--- src/rtl/oled_scan_sequencer.sv ---
// Raster scan of the OLED panel: steps (x,y) per sample strobe, registers returned RGB565 for the driver.
// Optional SCAN_BLINK_EN: blanks white pixels while blink_phase=1 so title text flashes.
module oled_scan_sequencer #(
   parameter int WIDTH        = 96,
   parameter int HEIGHT       = 64,
   parameter int FRAME_CNT_W  = 8,
   parameter int BLINK_FRAMES = 30
) (
   input  logic                   clk,
   input  logic                   reset,
   input  logic                   frame_begin,
   input  logic                   sample_pixel,
   input  logic [15:0]            screen_data,
   output logic [6:0]             x,
   output logic [5:0]             y,
   output logic [15:0]            pixel_data,
   output logic                   pixel_valid,
   output logic                   frame_done,
   output logic [FRAME_CNT_W-1:0] frame_count,
   output logic                   blink_phase,
   output logic                   sync_lost
);

   localparam logic [6:0]             X_LAST  = 7'(WIDTH - 1);
   localparam logic [5:0]             Y_LAST  = 6'(HEIGHT - 1);
   localparam logic [FRAME_CNT_W-1:0] CNT_ONE = FRAME_CNT_W'(1);

   generate
      if (BLINK_FRAMES < 1) begin : g_bad_blink
         $error("BLINK_FRAMES must be at least 1");
      end
   endgenerate

   typedef enum logic {WAIT_SYNC, SCAN} state_t;

   state_t      state, state_nxt;
   logic        capture, frame_end, resync;
   logic        at_origin, at_last;
   logic [15:0] capture_data;

   assign at_origin = (x == 7'd0) && (y == 6'd0);
   assign at_last   = (x == X_LAST) && (y == Y_LAST);

   always_ff @(posedge clk) begin
      if (reset) state <= WAIT_SYNC;
      else       state <= state_nxt;
   end

   // A strobe that lands with frame_begin on the final pixel is a clean frame end, not a resync.
   always_comb begin
      state_nxt = state;
      capture   = 1'b0;
      frame_end = 1'b0;
      resync    = 1'b0;
      case (state)
         WAIT_SYNC: begin
            if (frame_begin) state_nxt = SCAN;
         end
         SCAN: begin
            capture   = sample_pixel;
            frame_end = sample_pixel && at_last;
            resync    = frame_begin && !at_origin && !frame_end;
         end
         default: state_nxt = WAIT_SYNC;
      endcase
   end

   always_ff @(posedge clk) begin
      if (reset) begin
         x <= 7'd0;
         y <= 6'd0;
      end else if (state == SCAN) begin
         if (frame_begin) begin
            x <= 7'd0;
            y <= 6'd0;
         end else if (sample_pixel) begin
            if (x == X_LAST) begin
               x <= 7'd0;
               y <= (y == Y_LAST) ? 6'd0 : y + 6'd1;
            end else begin
               x <= x + 7'd1;
            end
         end
      end
   end

   always_ff @(posedge clk) begin
      if (reset) begin
         pixel_data  <= 16'h0000;
         pixel_valid <= 1'b0;
         frame_done  <= 1'b0;
         frame_count <= '0;
         sync_lost   <= 1'b0;
      end else begin
         pixel_valid <= capture;
         frame_done  <= frame_end;
         if (capture)   pixel_data  <= capture_data;
         if (frame_end) frame_count <= frame_count + CNT_ONE;
         if (resync)    sync_lost   <= 1'b1;
      end
   end

`ifdef SCAN_BLINK_EN
   localparam int BW = $clog2(BLINK_FRAMES + 1);
   localparam logic [BW-1:0] BLINK_LAST = BW'(BLINK_FRAMES - 1);

   logic [BW-1:0] blink_cnt;

   assign capture_data = (blink_phase && screen_data == 16'hFFFF) ? 16'h0000 : screen_data;

   always_ff @(posedge clk) begin
      if (reset) begin
         blink_cnt   <= '0;
         blink_phase <= 1'b0;
      end else if (frame_end) begin
         if (blink_cnt == BLINK_LAST) begin
            blink_cnt   <= '0;
            blink_phase <= !blink_phase;
         end else begin
            blink_cnt <= blink_cnt + BW'(1);
         end
      end
   end
`else
   assign capture_data = screen_data;
   assign blink_phase  = 1'b0;
`endif

endmodule

--- config.mk ---
export PLATFORM = sky130hd
export DESIGN_NAME = oled_scan_sequencer
export DESIGN_NICKNAME = d
export VERILOG_FILES = /design/src/rtl/oled_scan_sequencer.sv
export SDC_FILE = /design/constraint.sdc
export NUM_CORES = 1
export LEC_CHECK = 0
export CAP_MARGIN = 0
export CORE_MARGIN = 1.5
export CORE_UTILIZATION = 40
export DETAILED_ROUTE_END_ITERATION = 8
export PLACE_DENSITY = 0.76
export SLEW_MARGIN = 10
export SYNTH_ARGS = -nofsm -noshare
export SYNTH_HDL_FRONTEND = slang
export SYNTH_SLANG_ARGS = --single-unit
--- constraint.sdc ---
create_clock -name clk -period 1.96 [get_ports clk]
set_clock_uncertainty 0.2 [all_clocks]
set_input_delay 0.49 -clock clk [delete_from_list [all_inputs] [get_ports clk]]
set_output_delay 0.49 -clock clk [all_outputs]
set_load 0.01 [all_outputs]
==> summary by stage <==
Outcome
The flow ran to the end, and the final reports show no timing, DRC or antenna violations.

Critical path
STA classifies the critical path startpoint as a flop. The signal arrival time at the worst endpoint is roughly 1.2 ns. The path depth of the worst reg2reg path is 4. The maximum fanout along the worst path is 4. The critical path is of the reg -> out type.

The endpoint kind of the worst setup timing path is an output pin. In this run the critical register-to-register path is captured at frame_count[7]. For this design, the slowest cell found on the critical path is clkdlybuf4s50_1. Walking the worst path, the cells encountered are clkdlybuf4s50_1. In this run the critical register-to-register path is launched from y[3]. The critical path's largest stage delay is about 0.55 ns. Data on the critical path is required at its endpoint by 1.27 ns. In this run the register-to-register setup slack is approximately 0.080 ns.

Broken down by cell family, the worst path's largest delay share belongs to buffers and inverters. The sum of buffers and inverters on the critical path is 1. The logic depth of the worst path, buffers included is 1.

Timing
Setup violations remaining at the end of the flow were counted as 0. Of the available clock period, the critical path in the final layout requires 0.9795. The worst path needs between 1.5 and 2 ns of the cycle, external delays included. Setup slack closes at around 0.040 ns. The highest clock frequency the design can meet is 520.9 MHz.

Setup repair after global routing could not meet its margin everywhere. The post-route setup TNS is 0 ns. The max-slew violation count is 0. The final count of hold timing violations is 0.

Synth
The leading cell type by number of instances after synthesis is nand2_1. After synthesis, the cell types taking the most area are dfxtp_1 46%, nand2_1 9.2%, a21oi_1 7.0%. Measured against the total synthesized area, the mux share comes to 0.005563. The cell area that synthesis handed to floorplanning was approximately 1800 um^2. The share of async-settable or async-resettable flops after synthesis is 0.

The share of the synthesized area in the top cell type is 0.4562. The area fraction in and, or, nand and nor cells after synthesis is 0.2740. The synthesized-area fraction occupied by ao, oa, aoi and oai cells is 0.1293. In this run, synthesis inferred 0 flip-flops with an integrated enable. Counting every net in the synthesized netlist gives approximately 240. dfxtp_1 takes more of the synthesized area than any other cell. The largest family of logic cells by synthesized area is simple AND/OR/NAND/NOR gates. Yosys printed 0 warnings. Of the total synthesized cell area, the portion taken by full adders, half adders and majority gates is 0.03477. The sequential-to-total area share from yosys stat is 0.4562. The most used flip-flop cell after synthesis is dfxtp_1. Counting flops and latches in the post-synthesis netlist gives a little over 40.

In the synthesized netlist, the number of instances is between 200 and 250. The number of library cell types mapped by synthesis is 36. Of the total synthesized cell area, the portion taken by XOR and XNOR cells is 0.04868. The synthesized area per cell is slightly above 8 um^2. Counting instances in the post-synthesis netlist gives the leading cell types as 44 x nand2_1, 41 x dfxtp_1, 25 x a21oi_1.

Die
The placeable core area is between 4000 and 5000 um^2. For this configuration, the core starts out at a cell density of 0.4132. The floorplan step defined a die boundary enclosing between 4000 and 5000 um^2.

The die is roughly 70 um wide. In this run the count of I/O pins placed on the die edge is 61. The die is 70.07 um tall. The standard-cell row count is 24.

Clocking
The clock passes through at most 2 buffers. Counting the buffers created by CTS gives 5. The TritonCTS clock tree is yes.

CTS placed an instance of clkbuf_8 at the clock tree root. The post-CTS clock slew at the launch and capture registers of the worst setup and hold paths is 0.08 ns. The H-tree depth is 2. The clock latency at the later pin of the worst-skew pair is ~0.29 ns. The tree built by TritonCTS fans out to between 40 and 50 sinks.

Route
In the final routed layout, each cell accounts on average for roughly 14 um. The final layout contains routed wiring with a total length of between 5000 and 6000 um. The first detailed-routing pass ran for 4 iterations.

The post-detailed-route count of antenna-violating nets is 0. The DRC violation total after the first TritonRoute iteration is 81. The number of design rule violations left after detail routing is 0. The per-cell via count in the routed design is around 5.2. The total via count in the routed design is approximately 1,900.

Final layout
For this run, the post-layout net count is roughly 330. The layout overhead on the synthesized area is 58.28%. For this run, the number of standard cells in the final layout without fillers is ~360. The ratio of cells with drive above 1 in the final layout is 0.2168. The count of inserted antenna diode cells is 0. The number of fill cells is between 300 and 400.

Min path
The worst hold path was traced through 2 stages. The type of the worst min-delay path is reg -> reg. The endpoint with the worst hold slack is pixel_data[5]. In this run the most critical hold path is launched from pixel_data[5].

GRT
For this run, global-route usage on met1 was measured as 0.2655. The number of global-route vias before repair came to roughly 1,800. The sum of overflow across all layers after global routing is 0. The first global-routing pass estimated approximately 8400 um of wire. The pin count of the biggest net entering global routing is 21.

The initial antenna violation count is 0. Across every metal layer, demand over resource in global routing totals 0.2124. For met3 alone, demand over resource in global routing was 0.05339. For met2 alone, demand over resource in global routing was 0.3577. The layer flagged by global routing as most heavily used is met2.

Pwr
The reported leakage power is between 1 and 1.5 nW. The power density over the cells is between 600 and 700 nW/um^2. The worst-case vdd ir drop is between 0.0004 and 0.0005 V.

Placed design
The congestion estimate from routability-driven global placement came to approximately 0.8. The number of placed instances with taps included is approximately 350. Buffers placed on the I/O ports in this run total 59. Prior to clock tree synthesis, the placed netlist has a worst setup slack of -0.4481 ns. The post-detailed-placement half-perimeter wirelength is ~3600 um.

Flow run
The number of maximum-capacitance violations is 0.
-- cells by family after synthesis --
logic type / after synthesis
xor+xnor: 10
compound gates: 40
flops: 41
buf+inv: 21
mux: 1
fa+ha+maj: 5
simple gates: 100
other cells: 1
-- routing by layer --
layer,vias up,wire length (um)
met5,-,0
met4,0,103
met1,892,2125
met2,55,2485
li1,930,-
met3,11,292
-- worst max-delay path by stage --
| stage | start | end |
|---|---|---|
| after floorplan | x[1] | y[5] |
| after global placement | sample_pixel | frame_count[7] |
| after detailed placement | sample_pixel | frame_count[7] |
| after CTS | x[1] | frame_count[7] |
| after global routing | y[3] | frame_count[7] |
| final | frame_count[5] | frame_count[5] |
-- timing repair --
| item | in CTS | in global routing |
|---|---|---|
| setup buffers | 0 | 0 |
| setup endpoints to repair | 27 | 14 |
| gates resized for setup | 24 | 12 |
| hold buffers | 0 | 0 |
| pin swaps | 0 | 3 |
-- layout make-up --
cell class / instances / area (um^2) / area share
Sequential cell: 41 / 844.6 / 0.2966
Timing Repair Buffer: 93 / 849.6 / 0.2983
Clock inverter: 1 / 30.03 / 0.01054
Tap cell: 52 / 65.06 / 0.02285
Clock buffer: 7 / 86.33 / 0.03032
Inverter: 10 / 37.54 / 0.01318
Multi-Input combinational cell: 157 / 934.6 / 0.3282
-- cell usage in the layout, fill, tap and decap left out, types with 2 or more instances in the layout --
cell and instances:
ha_1 3, clkdlybuf4s50_1 46, xnor2_1 9, or4_4 2, or2_2 2, dfxtp_2 10, nor3_1 3, o21ai_0 2
nor2_1 18, nor4_1 4, nor4b_1 2, dfxtp_1 28, ha_4 2, dlymetal6s2s_1 2, nor2b_1 2, buf_4 33
nand3_1 6, dlygate4sd2_1 11, or4_1 5, o31ai_1 7, nand2_1 44, clkbuf_8 6, a21oi_1 24, nand4b_1 3
inv_1 10, dfxtp_4 3, nand4_1 4
-- per-stage QoR --
step	utilization	total power, W	instance area, um^2	hold WS [ns]
after floorplan	-	0.0009650	1818	0.2805
after global placement	0.6152	0.001083	2679	0.2413
after detailed placement	0.6152	0.001086	2679	0.2459
after CTS	0.6460	0.001775	2813	0.2569
after global routing	0.6540	0.001835	2848	0.2806
final	0.6540	0.001765	2848	0.2564
-- flip-flops by register name, indices dropped and copies added (netlist names) --
signal / count
pixel_data: 16
frame_count: 8
x: 7
y: 6
frame_done: 1
pixel_valid: 1
state: 1
sync_lost: 1
-- power breakdown --
group          switching [W]  internal, W
sequential         0.0000136     0.000850
combinational      0.0000900     0.000111
clock               0.000286     0.000415
(Power assumes the default switching activity.)
